===== src/rtl/game_pkg.sv =====
// Shared types and constants for the player life manager: state encoding,
// widths, default tick counts and the registered output bundle.
package game_pkg;

    localparam int LIVES_W = 3;
    localparam int TIMER_W = 8;

    localparam int DEF_LIVES_INIT   = 3;
    localparam int DEF_DEATH_TICKS  = 16;
    localparam int DEF_INVULN_TICKS = 48;
    localparam int DEF_BLINK_DIV    = 4;

    typedef enum logic [2:0] {
        ST_IDLE     = 3'd0,
        ST_ALIVE    = 3'd1,
        ST_DYING    = 3'd2,
        ST_INVULN   = 3'd3,
        ST_GAMEOVER = 3'd4
    } life_state_t;

    typedef struct packed {
        logic reimu_visible;
        logic invuln;
        logic hit_pulse;
        logic respawn;
        logic gameover;
    } life_out_t;

    // Lives never wrap below zero.
    function automatic logic [LIVES_W-1:0] lives_dec(input logic [LIVES_W-1:0] l);
        return (l == '0) ? '0 : l - 1'b1;
    endfunction

endpackage


===== src/rtl/tick_timer.sv =====
// Loadable down counter with a zero flag; stops at zero until reloaded.
module tick_timer
    import game_pkg::*;
#(
    parameter int W = TIMER_W
) (
    input  logic         clk22,
    input  logic         rst,
    input  logic         clr,
    input  logic         load,
    input  logic [W-1:0] load_val,
    input  logic         dec,
    output logic         zero
);

    logic [W-1:0] count;

    always_ff @(posedge clk22 or posedge rst) begin
        if (rst)
            count <= '0;
        else if (clr)
            count <= '0;
        else if (load)
            count <= load_val;
        else if (dec && count != '0)
            count <= count - 1'b1;
    end

    assign zero = (count == '0);

endmodule


===== src/rtl/reimu_life_ctrl.sv =====
// Player hit/life manager: accepts bullet hits, counts lives and sequences
// death, respawn, blinking invulnerability and game over. All outputs registered.
module reimu_life_ctrl
    import game_pkg::*;
#(
    parameter int LIVES_INIT   = DEF_LIVES_INIT,
    parameter int DEATH_TICKS  = DEF_DEATH_TICKS,
    parameter int INVULN_TICKS = DEF_INVULN_TICKS,
    parameter int BLINK_DIV    = DEF_BLINK_DIV
) (
    input  logic               clk22,
    input  logic               rst,
    input  logic               gamestart,
    input  logic               shot,
    input  logic               enemy_shot,
    output logic [LIVES_W-1:0] lives,
    output logic               reimu_visible,
    output logic               invuln,
    output logic               hit_pulse,
    output logic               respawn,
    output logic               gameover
);

    localparam logic [LIVES_W-1:0] LIVES_LD  = LIVES_W'(LIVES_INIT);
    localparam logic [TIMER_W-1:0] DEATH_LD  = TIMER_W'(DEATH_TICKS - 1);
    localparam logic [TIMER_W-1:0] INVULN_LD = TIMER_W'(INVULN_TICKS - 1);
    localparam logic [TIMER_W-1:0] BLINK_LD  = TIMER_W'(BLINK_DIV - 1);

    life_state_t        state, state_n;
    logic [LIVES_W-1:0] lives_q, lives_n;
    life_out_t          out_q, out_n;

    logic               hit;
    logic               tmr_clr, tmr_load, tmr_dec, tmr_zero;
    logic [TIMER_W-1:0] tmr_val;
    logic               blk_clr, blk_load, blk_dec, blk_zero;

    assign hit = shot | enemy_shot;

    // Phase timer: DYING and INVULN durations.
    tick_timer #(.W(TIMER_W)) u_phase_tmr (
        .clk22    (clk22),
        .rst      (rst),
        .clr      (tmr_clr),
        .load     (tmr_load),
        .load_val (tmr_val),
        .dec      (tmr_dec),
        .zero     (tmr_zero)
    );

    // Blink timer: counts down one half-period of the invulnerability blink.
    tick_timer #(.W(TIMER_W)) u_blink_tmr (
        .clk22    (clk22),
        .rst      (rst),
        .clr      (blk_clr),
        .load     (blk_load),
        .load_val (BLINK_LD),
        .dec      (blk_dec),
        .zero     (blk_zero)
    );

    always_ff @(posedge clk22 or posedge rst) begin
        if (rst) begin
            state   <= ST_IDLE;
            lives_q <= LIVES_LD;
            out_q   <= '0;
        end else begin
            state   <= state_n;
            lives_q <= lives_n;
            out_q   <= out_n;
        end
    end

    always_comb begin
        state_n           = state;
        lives_n           = lives_q;
        out_n             = out_q;
        out_n.hit_pulse   = 1'b0;
        out_n.respawn     = 1'b0;
        tmr_clr           = 1'b0;
        tmr_load          = 1'b0;
        tmr_val           = '0;
        tmr_dec           = 1'b0;
        blk_clr           = 1'b0;
        blk_load          = 1'b0;
        blk_dec           = 1'b0;

        if (gamestart) begin
            state_n = ST_IDLE;
            lives_n = LIVES_LD;
            out_n   = '0;
            tmr_clr = 1'b1;
            blk_clr = 1'b1;
        end else begin
            unique case (state)
                ST_IDLE: begin
                    state_n             = ST_ALIVE;
                    out_n.reimu_visible = 1'b1;
                    out_n.invuln        = 1'b0;
                    out_n.gameover      = 1'b0;
                end
                ST_ALIVE: begin
                    if (hit) begin
                        state_n             = ST_DYING;
                        lives_n             = lives_dec(lives_q);
                        out_n.hit_pulse     = 1'b1;
                        out_n.reimu_visible = 1'b0;
                        out_n.invuln        = 1'b1;
                        tmr_load            = 1'b1;
                        tmr_val             = DEATH_LD;
                    end
                end
                ST_DYING: begin
                    if (!tmr_zero) begin
                        tmr_dec = 1'b1;
                    end else if (lives_q == '0) begin
                        state_n             = ST_GAMEOVER;
                        out_n.gameover      = 1'b1;
                        out_n.invuln        = 1'b0;
                        out_n.reimu_visible = 1'b0;
                    end else begin
                        state_n             = ST_INVULN;
                        out_n.respawn       = 1'b1;
                        out_n.reimu_visible = 1'b1;
                        tmr_load            = 1'b1;
                        tmr_val             = INVULN_LD;
                        blk_load            = 1'b1;
                    end
                end
                ST_INVULN: begin
                    if (tmr_zero) begin
                        state_n             = ST_ALIVE;
                        out_n.reimu_visible = 1'b1;
                        out_n.invuln        = 1'b0;
                    end else begin
                        tmr_dec = 1'b1;
                        // Toggle after BLINK_DIV cycles in the current phase.
                        if (blk_zero) begin
                            blk_load            = 1'b1;
                            out_n.reimu_visible = ~out_q.reimu_visible;
                        end else begin
                            blk_dec = 1'b1;
                        end
                    end
                end
                ST_GAMEOVER: begin
                    out_n.reimu_visible = 1'b0;
                end
                default: begin
                    state_n = ST_IDLE;
                    out_n   = '0;
                end
            endcase
        end
    end

    assign lives         = lives_q;
    assign reimu_visible = out_q.reimu_visible;
    assign invuln        = out_q.invuln;
    assign hit_pulse     = out_q.hit_pulse;
    assign respawn       = out_q.respawn;
    assign gameover      = out_q.gameover;

endmodule


===== config.mk =====
export PLATFORM = sky130hd
export DESIGN_NAME = reimu_life_ctrl
export DESIGN_NICKNAME = d
export VERILOG_FILES = /design/src/rtl/game_pkg.sv /design/src/rtl/tick_timer.sv /design/src/rtl/reimu_life_ctrl.sv
export SDC_FILE = /design/constraint.sdc
export NUM_CORES = 1
export LEC_CHECK = 0
export BUFFER_PORTS_ARGS = -buffer_cell sky130_fd_sc_hd__buf_2
export CAP_MARGIN = 20
export CORE_MARGIN = 1
export CORE_UTILIZATION = 40
export DETAILED_ROUTE_END_ITERATION = 10
export PLACE_DENSITY = 0.57
export SYNTH_ARGS = -nofsm -noshare
export SYNTH_HDL_FRONTEND = slang
export SYNTH_SLANG_ARGS = --single-unit

===== constraint.sdc =====
create_clock -name clk22 -period 2.18 [get_ports clk22]
set_input_delay 0.218 -clock clk22 [delete_from_list [all_inputs] [get_ports clk22]]
set_output_delay 0.218 -clock clk22 [all_outputs]
set_load 0.02 [all_outputs]

After elaboration in Yosys (flattened, before gate mapping):

Cells that the tools add are included.

* register bits after elaboration: 27
* input bits: 5
* output and inout bits: 8
* word-level logic and storage cells: 96

* add/sub/neg operators: 3
* equality and inequality tests: 11
* mux-type cells: 52
* bitwise gates (word level): 2
* reductions and logical operators: 19

Operators by type and width (count)
* two-way mux 8 bit: 6
* two-way mux 3 bit: 10
* two-way mux 1 bit: 22
* two-way mux 6 bit: 3
* zero test 8 bit: 2
* nonzero test 8 bit: 2
* subtractor 8 x 1 -> 8 bit (second input constant): 2
* case mux 3 bit (5 select lines): 1
* != test 3 bit (second input constant): 4
* case mux 6 bit (2 select lines): 1
* case mux 1 bit (4 select lines): 2
* equality test 3 x 2 -> 1 bit (second input constant): 2
* zero test 3 bit: 2
* case mux 1 bit (2 select lines): 3
* AND reduction 3 bit: 2
* nonzero test 3 bit: 2
* two-way mux 5 bit: 1
* AND reduction 5 bit: 1
* two-way mux 2 bit: 2
* two-way mux 4 bit: 1
* != test 4 bit (second input constant): 1
* AND reduction 4 bit: 1
* nonzero test 2 bit: 2
* equality test 3 x 1 -> 1 bit (second input constant): 1
* other kinds (10): 11

Logic depth before layout (Yosys ltp):

Gate-level depths: netlist (run 1).

* depth after elaboration: 9
* gate-level depth with buffers: 8
* gate-level depth less buffers: 7

Cells and area by module:

Synthesis (run 1) repeated with hierarchy kept, for this count alone.

* cell total of the unflattened synthesis: 188
* area, all modules: 1785.5 um^2

Modules (own cells, without submodules)
* tick_timer: times used 2, cells an instance 61, area each 563.0 um^2, sequential area each 200.2 um^2
* reimu_life_ctrl: times used 1, cells an instance 66, area each 659.4 um^2, sequential area each 277.8 um^2

Least setup slack after synthesis (run 1):

No wires, ideal clock.

* path kind: reg2reg
* start point: register u_phase_tmr.count[0]
* end point: register u_phase_tmr.count[0]
* setup time: 0.124 ns
* arrival time: 1.721 ns
* required time: 2.056 ns
* path slack: 0.335 ns
* stages on the path, launching flop included: 8
* path buffers: 0
* period minus slack after synthesis: 1.845 ns
* path through: dfrtp_1 > inv_1 > ha_1 > nor3b_2 > nand2_4 > o311ai_4 > nor2_2 > a211o_1

* cells in the longest elaborated chain, start to end: 6
* elaborated cells on any way between the ends: 17
* those cells by class: add/sub: 1; mux: 12; reduce/logical: 4

RTL lines
* from (decl): RTL line tick_timer.sv:16 `logic [W-1:0] count;`
* from (signal assigned): RTL line tick_timer.sv:24 `count <= load_val;`
* from (signal assigned): RTL line tick_timer.sv:26 `count <= count - 1'b1;`
* parallel branches: the longest is 6 deep, another holds subtractor 8 x 1 -> 8 bit

Parallel ways; which one is timed is not known. The select of a mux whose other input is x is not followed.
A chain may end at the register's enable or synchronous reset.

Final worst setup path (run 1):

Same ends and word-level chain as after synthesis.

==> results of run 1 <==
## worst min-delay path by stage
| stage | endpoint |
|---|---|
| floorplan | gameover |
| global placement | u_blink_tmr.count[5] |
| detailed placement | u_blink_tmr.count[5] |
| CTS | u_blink_tmr.count[0] |
| global route | u_blink_tmr.count[0] |
| finish | u_blink_tmr.count[0] |
## state kept, by name, summed over array words and instances, names as in the netlist
register,cells
u_blink_tmr.count,8
u_phase_tmr.count,8
lives,3
state,3
gameover,1
hit_pulse,1
invuln,1
reimu_visible,1
respawn,1
## logic make-up after synthesis
family | share of synthesized area [%]
fa+ha+maj | 3.14
flops | 42.6
buf+inv | 4.01
mux | 2.04
simple gates | 29.2
compound gates | 13.5
xor+xnor | 5.50
## stage by stage
step	hold slack [ns]	utilization, %	worst slack, ns
global route	0.362	47.9	0.0417
finish	0.329	47.9	0.163
floorplan	0.269	-	0.335
CTS	0.335	47.7	0.112
global placement	0.297	46.2	0.195
detailed placement	0.303	46.2	0.132
## layout make-up
| type | count | area share [%] |
|---|---|---|
| Sequential cell | 27 | 37.8 |
| Inverter | 8 | 1.68 |
| Multi-Input combinational cell | 127 | 47.8 |
| Tap cell | 48 | 3.35 |
| Timing Repair Buffer | 20 | 6.84 |
| Clock buffer | 4 | 2.51 |
## cell usage after synthesis, drive strengths merged, types with 2 or more instances
master	instances
nor2	26
dfrtp	25
nand2	13
nand3	11
xor2	9
inv	7
nor3	7
a211oi	5
a21oi	5
nand4	5
ha	4
nor4	4
or3	4
a211o	3
buf	3
clkbuf	3
nand2b	3
o21ai	3
a31oi	2
dfstp	2
mux2	2
nand4b	2
o31ai	2
or2b	2
## placed cells by master (no fill, tap or decap), drive strengths merged, types with 2 or more instances in the layout
cell,count
xor2,9
nor4,4
a21oi,5
clkbuf,4
nand2,13
a211oi,5
nand4b,2
nand3,11
o31ai,2
nor2,26
a211o,3
nor3,7
buf,19
o21ai,3
or2b,2
mux2,2
dfrtp,25
ha,4
nand2b,3
a31oi,2
nand4,5
dfstp,2
or3,4
inv,7
## what timing repair did
item	CTS	global route
gates resized for setup	0	1
hold buffers	1	0
hold endpoints to repair	2	0
endpoints found under the setup margin	0	3
## power breakdown
group,internal [W],leakage (nW),switching (W)
clock network,0.000131,0.0228,0.000154
logic,0.000413,0.424,0.000605
registers,0.000611,0.360,0.000116
## layer usage
layer | vias to the layer above | GRT usage, % | wire (um)
met5 | - | 0 | 0
met4 | 0 | 4.89 | 21
met3 | 2 | 2.11 | 57
met2 | 16 | 25.5 | 1460
met1 | 635 | 25.1 | 1670
li1 | 634 | - | -
==> summary.md, run 1 <==
| Metric | Value |
|---|---|
| Yosys top cell area share | `39.3%` |
| Maximum operating frequency | `between 400 and 500 MHz` |
| Vias per cell | `approximately 5.5` |
| Crit path launch | `u_phase_tmr.count[0]` |
| Sequential cell area | `678 sq um` |
| Cell accounting for the most synthesized area | `dfrtp_1` |
| Clock buffer depth | `2` |
| Main synth FF type | `dfrtp_1` |
| Worst EP arrival | `2.18 ns` |
| Die H | `about 65 um` |
| Crit-path max cell delay | `between 0.4 and 0.5 ns` |
| Area grow syn2layout | `12.6%` |
| Placed Instances | `229` |
| Io pins | `13` |
| Yosys reg bits | `27` |
| Syn nets | `177` |
| Crit path launch type | `flop` |
| R2r startpoint | `u_phase_tmr.count[0]` |
| Vias in the first global route | `around 1200` |
| TritonCTS Buffers | `3` |
| Post-Syn Area | `around 1600 sq um` |
| Layout cells sized above 1 | `about a fifth` |
| CTS clk-pin slew, worst paths | `0.09 ns` |
| Total Routing Usage GR | `16.9%` |
| Setup tns final | `0 ns` |
| Worst Hold Class | `in -> reg` |
| Path type of the worst setup path | `reg -> reg` |
| GRT Residual Overflow | `0` |
| HP Start | `gamestart` |
| Crit-path cells | `inv_1 -> ha_1 -> nor3b_4 -> nand2_4 -> o311ai_4 -> nor2_2 -> a211o_1` |
| Status | `completed` |
| Total Nets Final | `196` |
| Clock sinks | `27` |
| Dpl cell area | `1730 sq um` |
| Gpl congestion | `~0.80` |
| DP Wirelength | `2.36 mm` |
| Synth top area cells | `dfrtp_1, nor2_1, xor2_1` |
| Area occupied by multi-input gates | `between 800 and 900 sq um` |
| Slew HR | `69.9%` |
| Lkg Pwr | `slightly above 0.8 nW` |
| Detailed Route WL | `3.21 mm` |
| Buf+Inv Stages, Crit Path | `1` |
| CTS tree | `built` |
| Cell family with most CP delay | `compound AO/OA/AOI/OAI gates` |
| DR iter-0 viols | `61` |
| Post-synth EDFFs | `0` |
| CP Capture Point | `u_phase_tmr.count[0]` |
| Clock skew | `0.00226 ns` |
| CP endpoint kind | `flop` |
| Max Slew Vio Count | `0` |
| Final setup viols | `0` |
| Antenna violations before repair | `0` |
| Final Cell Area | `1790 sq um` |
| Power per cell area | `1130 nW/um^2` |
| Async SR Flop Fraction | `100%` |
| Non-Filler Instances | `~230` |
| Final number of hold-violating endpoints | `0` |
| Routed len/inst | `13.7 um` |
| Pwr Total | `roughly 0.002 W` |
| Maximum number of pins on one net before global-route repair | `28` |
| R2R Setup Slk | `0.16 ns` |
| # Post-CTS Setup Buffers | `0` |
| First-pass GRT wire length | `around 5.6 mm` |
| Die area | `4230 sq um` |
| FILL cells | `roughly 390` |
| Worst-Margin Slew | `0.448 ns` |
| Syn avg cell area | `between 9 and 10 sq um` |
| Gate Count Post-Synth | `approximately 170` |
| Critical-path top delay cell | `o311ai_4` |
| Minimum clock period | `between 2 and 2.5 ns` |
| I/O Buffers | `12` |
| Maximum vdd ir drop | `0.434 mV` |
| DRC | `0` |
| WP data required | `2.34 ns` |
| Distinct cells, synth | `50` |
| R2R depth | `7` |
| First drt pass iteration count | `4` |
| CTS H-tree depth | `1` |
| Skew-Pair Late Insertion Delay | `0.27 ns` |
| Worst path depth | `7` |
| ANT nets after route | `0` |
| Sequential share of the synthesized area | `between 40% and 50%` |
| CP max FO | `10` |
| Initial core utilization | `42.5%` |
| Synth warn | `0` |
| Unrepaired setup endpoints after global routing | `false` |
| Die Wd | `65.1 um` |
| Max Cap Viol | `0` |
| Period utilization | `92.5%` |
| Cell Rows | `22` |
| Root buffer cell | `clkbuf_8` |
| Via count | `1287` |
| N_diodes | `0` |
| Worst r2r dst | `u_phase_tmr.count[0]` |
| Core box area | `3740 sq um` |
| Hold path depth | `2` |
Power figures use the tool's default switching activity.
==> inputs of run 2 (changes only) <==
- BUFFER_PORTS_ARGS: -buffer_cell sky130_fd_sc_hd__buf_2 -> -buffer_cell sky130_fd_sc_hd__buf_4
- CORE_UTILIZATION: 40 -> 30
- PLACE_DENSITY: 0.57 -> 0.46
==> run 2 against run 1 <==
  * Sequential power is 0.6% higher
  * Largest cell class unchanged
  * Via count is 0.93% higher
  * Critical path depth stayed put
  * Die area is 32% higher
  * Non-clock buffer count is 1 higher
==> summary.md, run 2 (same netlist as run 1, synthesis figures left out) <==
| Metric | Value |
|---|---|
| Final setup viols | `0 (unchanged)` |
| Total Nets Final | `197 (+0.51%)` |
| Antenna violations before repair | `0 (unchanged)` |
| DP Wirelength | `2.52 mm (+6.8%)` |
| Power per cell area | `1110 nW/um^2 (-2.0%)` |
| Lkg Pwr | `0.819 nW (+1.4%)` |
| Unrepaired setup endpoints after global routing | `false` |
| Area occupied by multi-input gates | `850 sq um (-0.73%)` |
| Via count | `1299 (+0.93%)` |
| Cell family with most CP delay | `simple AND/OR/NAND/NOR gates` |
| GRT Residual Overflow | `0 (unchanged)` |
| Vias per cell | `5.05 (-8.1%)` |
| CTS H-tree depth | `1 (unchanged)` |
| R2R Setup Slk | `0.19 ns (+0.03 ns)` |
| Switching pwr | `0.000881 W (+0.87%)` |
| CP dominant cell by count | `a211oi_1` |
| Fin worst setup slack | `0.191 ns (+0.0278 ns)` |
| Die area | `5600 sq um (+32%)` |
| Io pins | `13 (unchanged)` |
| Pre-CTS setup slack | `0.208 ns (+0.0757 ns)` |
| Top Registers | `u_blink_tmr.count (8), u_phase_tmr.count (8)` |
| Clock buffer depth | `2 (unchanged)` |
| DR iter-0 viols | `47 (-23%)` |
| Root buffer cell | `clkbuf_8` |
| Maximum number of pins on one net before global-route repair | `28 (unchanged)` |
| WP data required | `2.34 ns (about the same)` |
| Worst r2r dst | `reimu_visible` |
| Cell Rows | `26 (+18%)` |
| R2R depth | `7 (unchanged)` |
| Initial core utilization | `31.2% (-11 points)` |
| Crit path launch type | `flop` |
| Die H | `74.8 um (+15%)` |
| Worst Hold Class | `in -> async` |
| N_diodes | `0 (unchanged)` |
| Total Routing Usage GR | `14.1% (-2.8 points)` |
| CTS clk-pin slew, worst paths | `0.09 ns (about the same)` |
| # Post-CTS Setup Buffers | `0 (unchanged)` |
| Minimum clock period | `1.99 ns (-0.0278 ns)` |
| Maximum operating frequency | `503 MHz (+1.4%)` |
| Worst path depth | `7 (unchanged)` |
| Maximum vdd ir drop | `0.312 mV (-28%)` |
| Worst-Margin Slew | `0.423 ns (-0.0247 ns)` |
| FILL cells | `544 (+40%)` |
| Crit-path cells | `inv_1 -> ha_1 -> nor3b_2 -> a211oi_1 -> and3_1 -> a211oi_1 -> mux2_1` |
| DRC | `0 (unchanged)` |
| Critical-path top delay cell | `dfrtp_1` |
| Die Wd | `74.8 um (+15%)` |
| Setup tns final | `0 ns (unchanged)` |
| Buf+Inv Stages, Crit Path | `1 (unchanged)` |
| Max Cap Viol | `0 (unchanged)` |
| Clock skew | `0.00344 ns (+0.00118 ns)` |
| ANT nets after route | `0 (unchanged)` |
| Skew-Pair Late Insertion Delay | `0.27 ns (about the same)` |
| Period utilization | `91.2% (-1.3 points)` |
| Max Slew Vio Count | `0 (unchanged)` |
| Sequential cell fraction of total power | `35.6% (-0.2 points)` |
| Path type of the worst setup path | `reg -> reg` |
| Layout cells sized above 1 | `20.3% (+0.97 points)` |
| Routed len/inst | `13.6 um (-0.78%)` |
| Clock sinks | `27 (unchanged)` |
| Area grow syn2layout | `16.1%` |
| Status | `completed` |
| Int Pwr | `0.00117 W (+1.3%)` |
| Vias in the first global route | `1234 (+0.73%)` |
| I/O Buffers | `12 (unchanged)` |
| Detailed Route WL | `3.50 mm (+9.0%)` |
| Combinational power share | `50.3% (about the same)` |
| First-pass GRT wire length | `6.00 mm (+7.3%)` |
| Clk pwr share | `14.1% (about the same)` |
| Gpl congestion | `0.800 (about the same)` |
| Slew HR | `71.5% (+1.6 points)` |
| Post-CTS sizing | `0 (unchanged)` |
| Most frequent cells in the layout | `nor2_1, dfrtp_1, buf_4, nand2_1, nand3_1` |
| First drt pass iteration count | `4 (unchanged)` |
| R2r startpoint | `u_phase_tmr.count[0]` |
| Crit-path max cell delay | `0.42 ns (about the same)` |
| CTS tree | `built` |
| Sequential cell area | `678 sq um (unchanged)` |
| Worst EP arrival | `2.15 ns (-0.03 ns)` |
| CP endpoint kind | `flop` |
| CP max FO | `4 (-6)` |
| TritonCTS Buffers | `3 (unchanged)` |
| Hold buffers post-CTS | `0 (-1)` |
| Sw frac | `43.0% (-0.11 points)` |
| Core box area | `5110 sq um (+36%)` |
| Final number of hold-violating endpoints | `0 (unchanged)` |
## run 2: cell types whose count changed in the layout (fill, tap and decap cells not counted)
cell / previous run / this run
dlygate4sd3_1: 1 / 0
buf_4: 7 / 21
nor3b_2: 0 / 1
buf_2: 12 / 0
nor3b_4: 1 / 0
## run 2: power groups by stage
stage	combinational [W]	sequential [W]	clock, W
floorplan	0.000735	0.000747	0
global placement	0.00103	0.000740	0
detailed placement	0.00104	0.000739	0
global route	0.00116	0.000746	0.000322
CTS	0.00104	0.000731	0.000303
finish	0.00103	0.000730	0.000289
## run 2: per-stage QoR
stage | utilization [%] | hold WS, ns | cell area [sq um] | cells | total power (W)
2_1_floorplan | - | 0.269 | 1590 | 168 | 0.00148
3_3_place_gp | 35.3 | 0.316 | 1800 | 253 | 0.00177
3_5_place_dp | 35.3 | 0.318 | 1800 | 253 | 0.00178
4_1_cts | 36.2 | 0.0167 | 1850 | 257 | 0.00208
5_1_grt | 36.2 | 0.0405 | 1850 | 257 | 0.00223
6_report | 36.2 | 0.00728 | 1850 | 257 | 0.00205
## run 2: layout make-up
type | instances | area share (%)
clock buffers | 4 | 2.44
inverters | 8 | 1.62
multi-input cells | 127 | 46.0
flip-flops and latches | 27 | 36.7
well taps | 70 | 4.74
repair buffers | 21 | 8.53
## run 2: per-layer routing
| metal | up-vias | wire, um | track usage [%] |
|---|---|---|---|
| met1 | 632 | 1780 | 20.5 |
| li1 | 643 | - | - |
| met3 | 4 | 102 | 2.01 |
| met2 | 20 | 1590 | 21.9 |
| met5 | - | 0 | 0 |
| met4 | 0 | 27 | 3.77 |
## run 2: worst reg2reg max path, stage by stage (launching register included)
cell	delay, ns
dfrtp_1	0.42
inv_1	0.09
ha_1	0.13
nor3b_2	0.32
a211oi_1	0.16
and3_1	0.22
a211oi_1	0.20
mux2_1	0.35
## run 2: worst max-delay path by stage
stage | slack [ns] | endpoint | start
2_1_floorplan | 0.34 | u_phase_tmr.count[0] | u_phase_tmr.count[0]
3_3_place_gp | 0.25 | reimu_visible | u_phase_tmr.count[0]
3_5_place_dp | 0.21 | reimu_visible | u_phase_tmr.count[0]
4_1_cts | 0.18 | reimu_visible | u_phase_tmr.count[0]
5_1_grt | 0.06 | reimu_visible | u_phase_tmr.count[0]
6_report | 0.19 | reimu_visible | u_phase_tmr.count[0]
==> inputs of run 3 (changes only) <==
--- a/config.mk
+++ b/config.mk
@@ -11,4 +11,5 @@
 export CORE_UTILIZATION = 30
 export DETAILED_ROUTE_END_ITERATION = 10
+export MAX_ROUTING_LAYER = met4
 export PLACE_DENSITY = 0.46
 export SYNTH_ARGS = -nofsm -noshare
==> constraint.sdc (replaced) <==
create_clock -name clk22 -period 2.18 [get_ports clk22]
set_input_delay 0 -clock clk22 [delete_from_list [all_inputs] [get_ports clk22]]
set_output_delay 0 -clock clk22 [all_outputs]
set_load 0.02 [all_outputs]
==> run 3 against run 2 <==
  * Sequential cell count unchanged
  * Global-route usage grew 0.52 points
  * Non-clock buffer count is the same
  * Combinational power is essentially flat
  * Worst setup slack worse by 0.033 ns
  * Maximum frequency down 1.6%
  * Via count decreased by 0.38%
  * Sequential power is 1% lower
  * Largest cell class unchanged
  * Largest power group unchanged
==> summary.md, run 3 (same netlist as run 1, synthesis figures left out) <==
| Metric | Value |
|---|---|
| Status | `completed` |
| Via count | `1294 (-0.38%)` |
| DP Wirelength | `2.50 mm (-0.84%)` |
| DR iter-0 viols | `67 (+43%)` |
| Period utilization | `92.7% (+1.5 points)` |
| Cell Rows | `26 (unchanged)` |
| Most frequent cells in the layout | `nor2_1, dfrtp_1, buf_4, nand2_1, nand3_1` |
| Final setup viols | `0 (unchanged)` |
| Skew-Pair Late Insertion Delay | `0.27 ns (about the same)` |
| Routed len/inst | `13.6 um (+0.14%)` |
| Slew HR | `70.3% (-1.2 points)` |
| Maximum operating frequency | `495 MHz (-1.6%)` |
| Power per cell area | `1110 nW/um^2 (about the same)` |
| Clock skew | `0.00195 ns (-0.00149 ns)` |
| Vias in the first global route | `1291 (+4.6%)` |
| Lkg Pwr | `0.819 nW (+0.11%)` |
| Max Cap Viol | `0 (unchanged)` |
| Die Wd | `74.8 um (unchanged)` |
| Hold WS | `0.0342 ns (+0.0269 ns)` |
| Maximum number of pins on one net before global-route repair | `28 (unchanged)` |
| TritonCTS Buffers | `3 (unchanged)` |
| Total Nets Final | `197 (unchanged)` |
| Vias per cell | `5.04 (-0.38%)` |
| Crit-path max cell delay | `0.42 ns (about the same)` |
| Core box area | `5110 sq um (unchanged)` |
| Clock buffer depth | `2 (unchanged)` |
| Clock sinks | `27 (unchanged)` |
| Die H | `74.8 um (unchanged)` |
| CTS clk-pin slew, worst paths | `0.09 ns (about the same)` |
| Io pins | `13 (unchanged)` |
| DRC | `0 (unchanged)` |
| Antenna violations before repair | `0 (unchanged)` |
| CP max FO | `10 (+6)` |
| Critical-path top delay cell | `o311ai_4` |
| Pwr Total | `0.00206 W (+0.43%)` |
| WP data required | `2.34 ns (about the same)` |
| Worst-Margin Slew | `0.442 ns (+0.0184 ns)` |
| CTS H-tree depth | `1 (unchanged)` |
| Minimum clock period | `2.02 ns (+0.0331 ns)` |
| Worst EP arrival | `2.19 ns (+0.04 ns)` |
| Finished Core Util | `36.4% (+0.17 points)` |
| Die area | `5600 sq um (unchanged)` |
| First drt pass iteration count | `4 (unchanged)` |
| First-pass GRT wire length | `6.14 mm (+2.3%)` |
| Max Slew Vio Count | `0 (unchanged)` |
| CTS tree | `built` |
| ANT nets after route | `0 (unchanged)` |
| Fin worst setup slack | `0.158 ns (-0.0331 ns)` |
| Pre-CTS setup slack | `0.136 ns (-0.0726 ns)` |
| Worst Hold Class | `in -> reg` |
| Gpl congestion | `0.821 (+2.6%)` |
| N_diodes | `0 (unchanged)` |
| GRT Residual Overflow | `0 (unchanged)` |
| Initial core utilization | `31.2% (unchanged)` |
| Area grow syn2layout | `16.7%` |
| Root buffer cell | `clkbuf_8` |
| Path type of the worst setup path | `reg -> reg` |
| Maximum vdd ir drop | `0.350 mV (+12%)` |
| CP endpoint kind | `flop` |
| Crit path launch type | `flop` |
| Detailed Route WL | `3.50 mm (+0.14%)` |
| Top Registers | `u_blink_tmr.count (8), u_phase_tmr.count (8)` |
| Placed Instances | `252 (-0.40%)` |
| Total Routing Usage GR | `14.6% (+0.52 points)` |
| Final number of hold-violating endpoints | `0 (unchanged)` |
| Layout cells sized above 1 | `19.8% (-0.53 points)` |
| Non-Filler Instances | `257 (unchanged)` |
| Crit-path cells | `inv_1 -> ha_1 -> nor3b_4 -> nand2_4 -> o311ai_4 -> nor2_2 -> a211o_1` |
| I/O Buffers | `12 (unchanged)` |
| Buf+Inv Stages, Crit Path | `1 (unchanged)` |
| Cell family with most CP delay | `compound AO/OA/AOI/OAI gates` |
run 3: cell count changes in the layout (fill, tap and decap cells not counted), sizes merged:
cell         before  now
buf              21   20
dlygate4sd3       0    1
run 3: final cells by class:
class / count / area [sq um]
repair buffers: 21 / 160
inverters: 8 / 30.0
multi-input cells: 127 / 856
well taps: 70 / 87.6
fillers: 541 / 3250
clock buffers: 4 / 45.0
flip-flops and latches: 27 / 678
run 3: power by group:
group | total [W] | switching, W | leakage, nW | internal, W
Combinational | 0.00105 | 0.000616 | 0.436 | 0.000436
Sequential | 0.000722 | 0.000112 | 0.360 | 0.000611
Clock | 0.000286 | 0.000155 | 0.0228 | 0.000131
run 3: per-stage QoR:
| step | setup TNS (ns) | instance area, sq um |
|---|---|---|
| 2_1_floorplan | 0 | 1590 |
| 3_3_place_gp | 0 | 1800 |
| 3_5_place_dp | 0 | 1800 |
| 4_1_cts | 0 | 1850 |
| 5_1_grt | -0.0222 | 1860 |
| 6_report | 0 | 1860 |
run 3: routing by layer:
| layer | part of all wire [%] | track usage, % |
|---|---|---|
| met5 | 0 | - |
| met4 | 0.83 | 3.77 |
| met3 | 2.3 | 2.01 |
| met2 | 48 | 22.7 |
| met1 | 49 | 20.1 |
run 3: worst register-to-register path, stage by stage, from the launching register on:
cell and delay, ns:
dfrtp_1 0.41, inv_1 0.09, ha_1 0.16, nor3b_4 0.29, nand2_4 0.15, o311ai_4 0.42
nor2_2 0.09, a211o_1 0.30
run 3: timing repair:
item	CTS	global route
setup endpoints to repair	0	3
buffers inserted	0	0
hold buffers	1	0
resized for setup	0	1
endpoints found under the hold margin	25	0
run 3: worst paths after layout:
| check | from | endpoint | slack (ns) | cells past startpoint |
|---|---|---|---|---|
| max in group asynchronous | rst | lives[0] | 1.53 | 4 |
| max reg2reg | u_phase_tmr.count[0] | u_phase_tmr.count[3] | 0.16 | 7 |
| min reg2reg | lives[0] | lives[0] | 0.54 | 2 |
| min in group asynchronous | rst | u_blink_tmr.count[5] | 0.35 | 4 |
| max | u_phase_tmr.count[0] | u_phase_tmr.count[3] | 0.16 | 7 |
| min | gamestart | u_blink_tmr.count[0] | 0.03 | 2 |
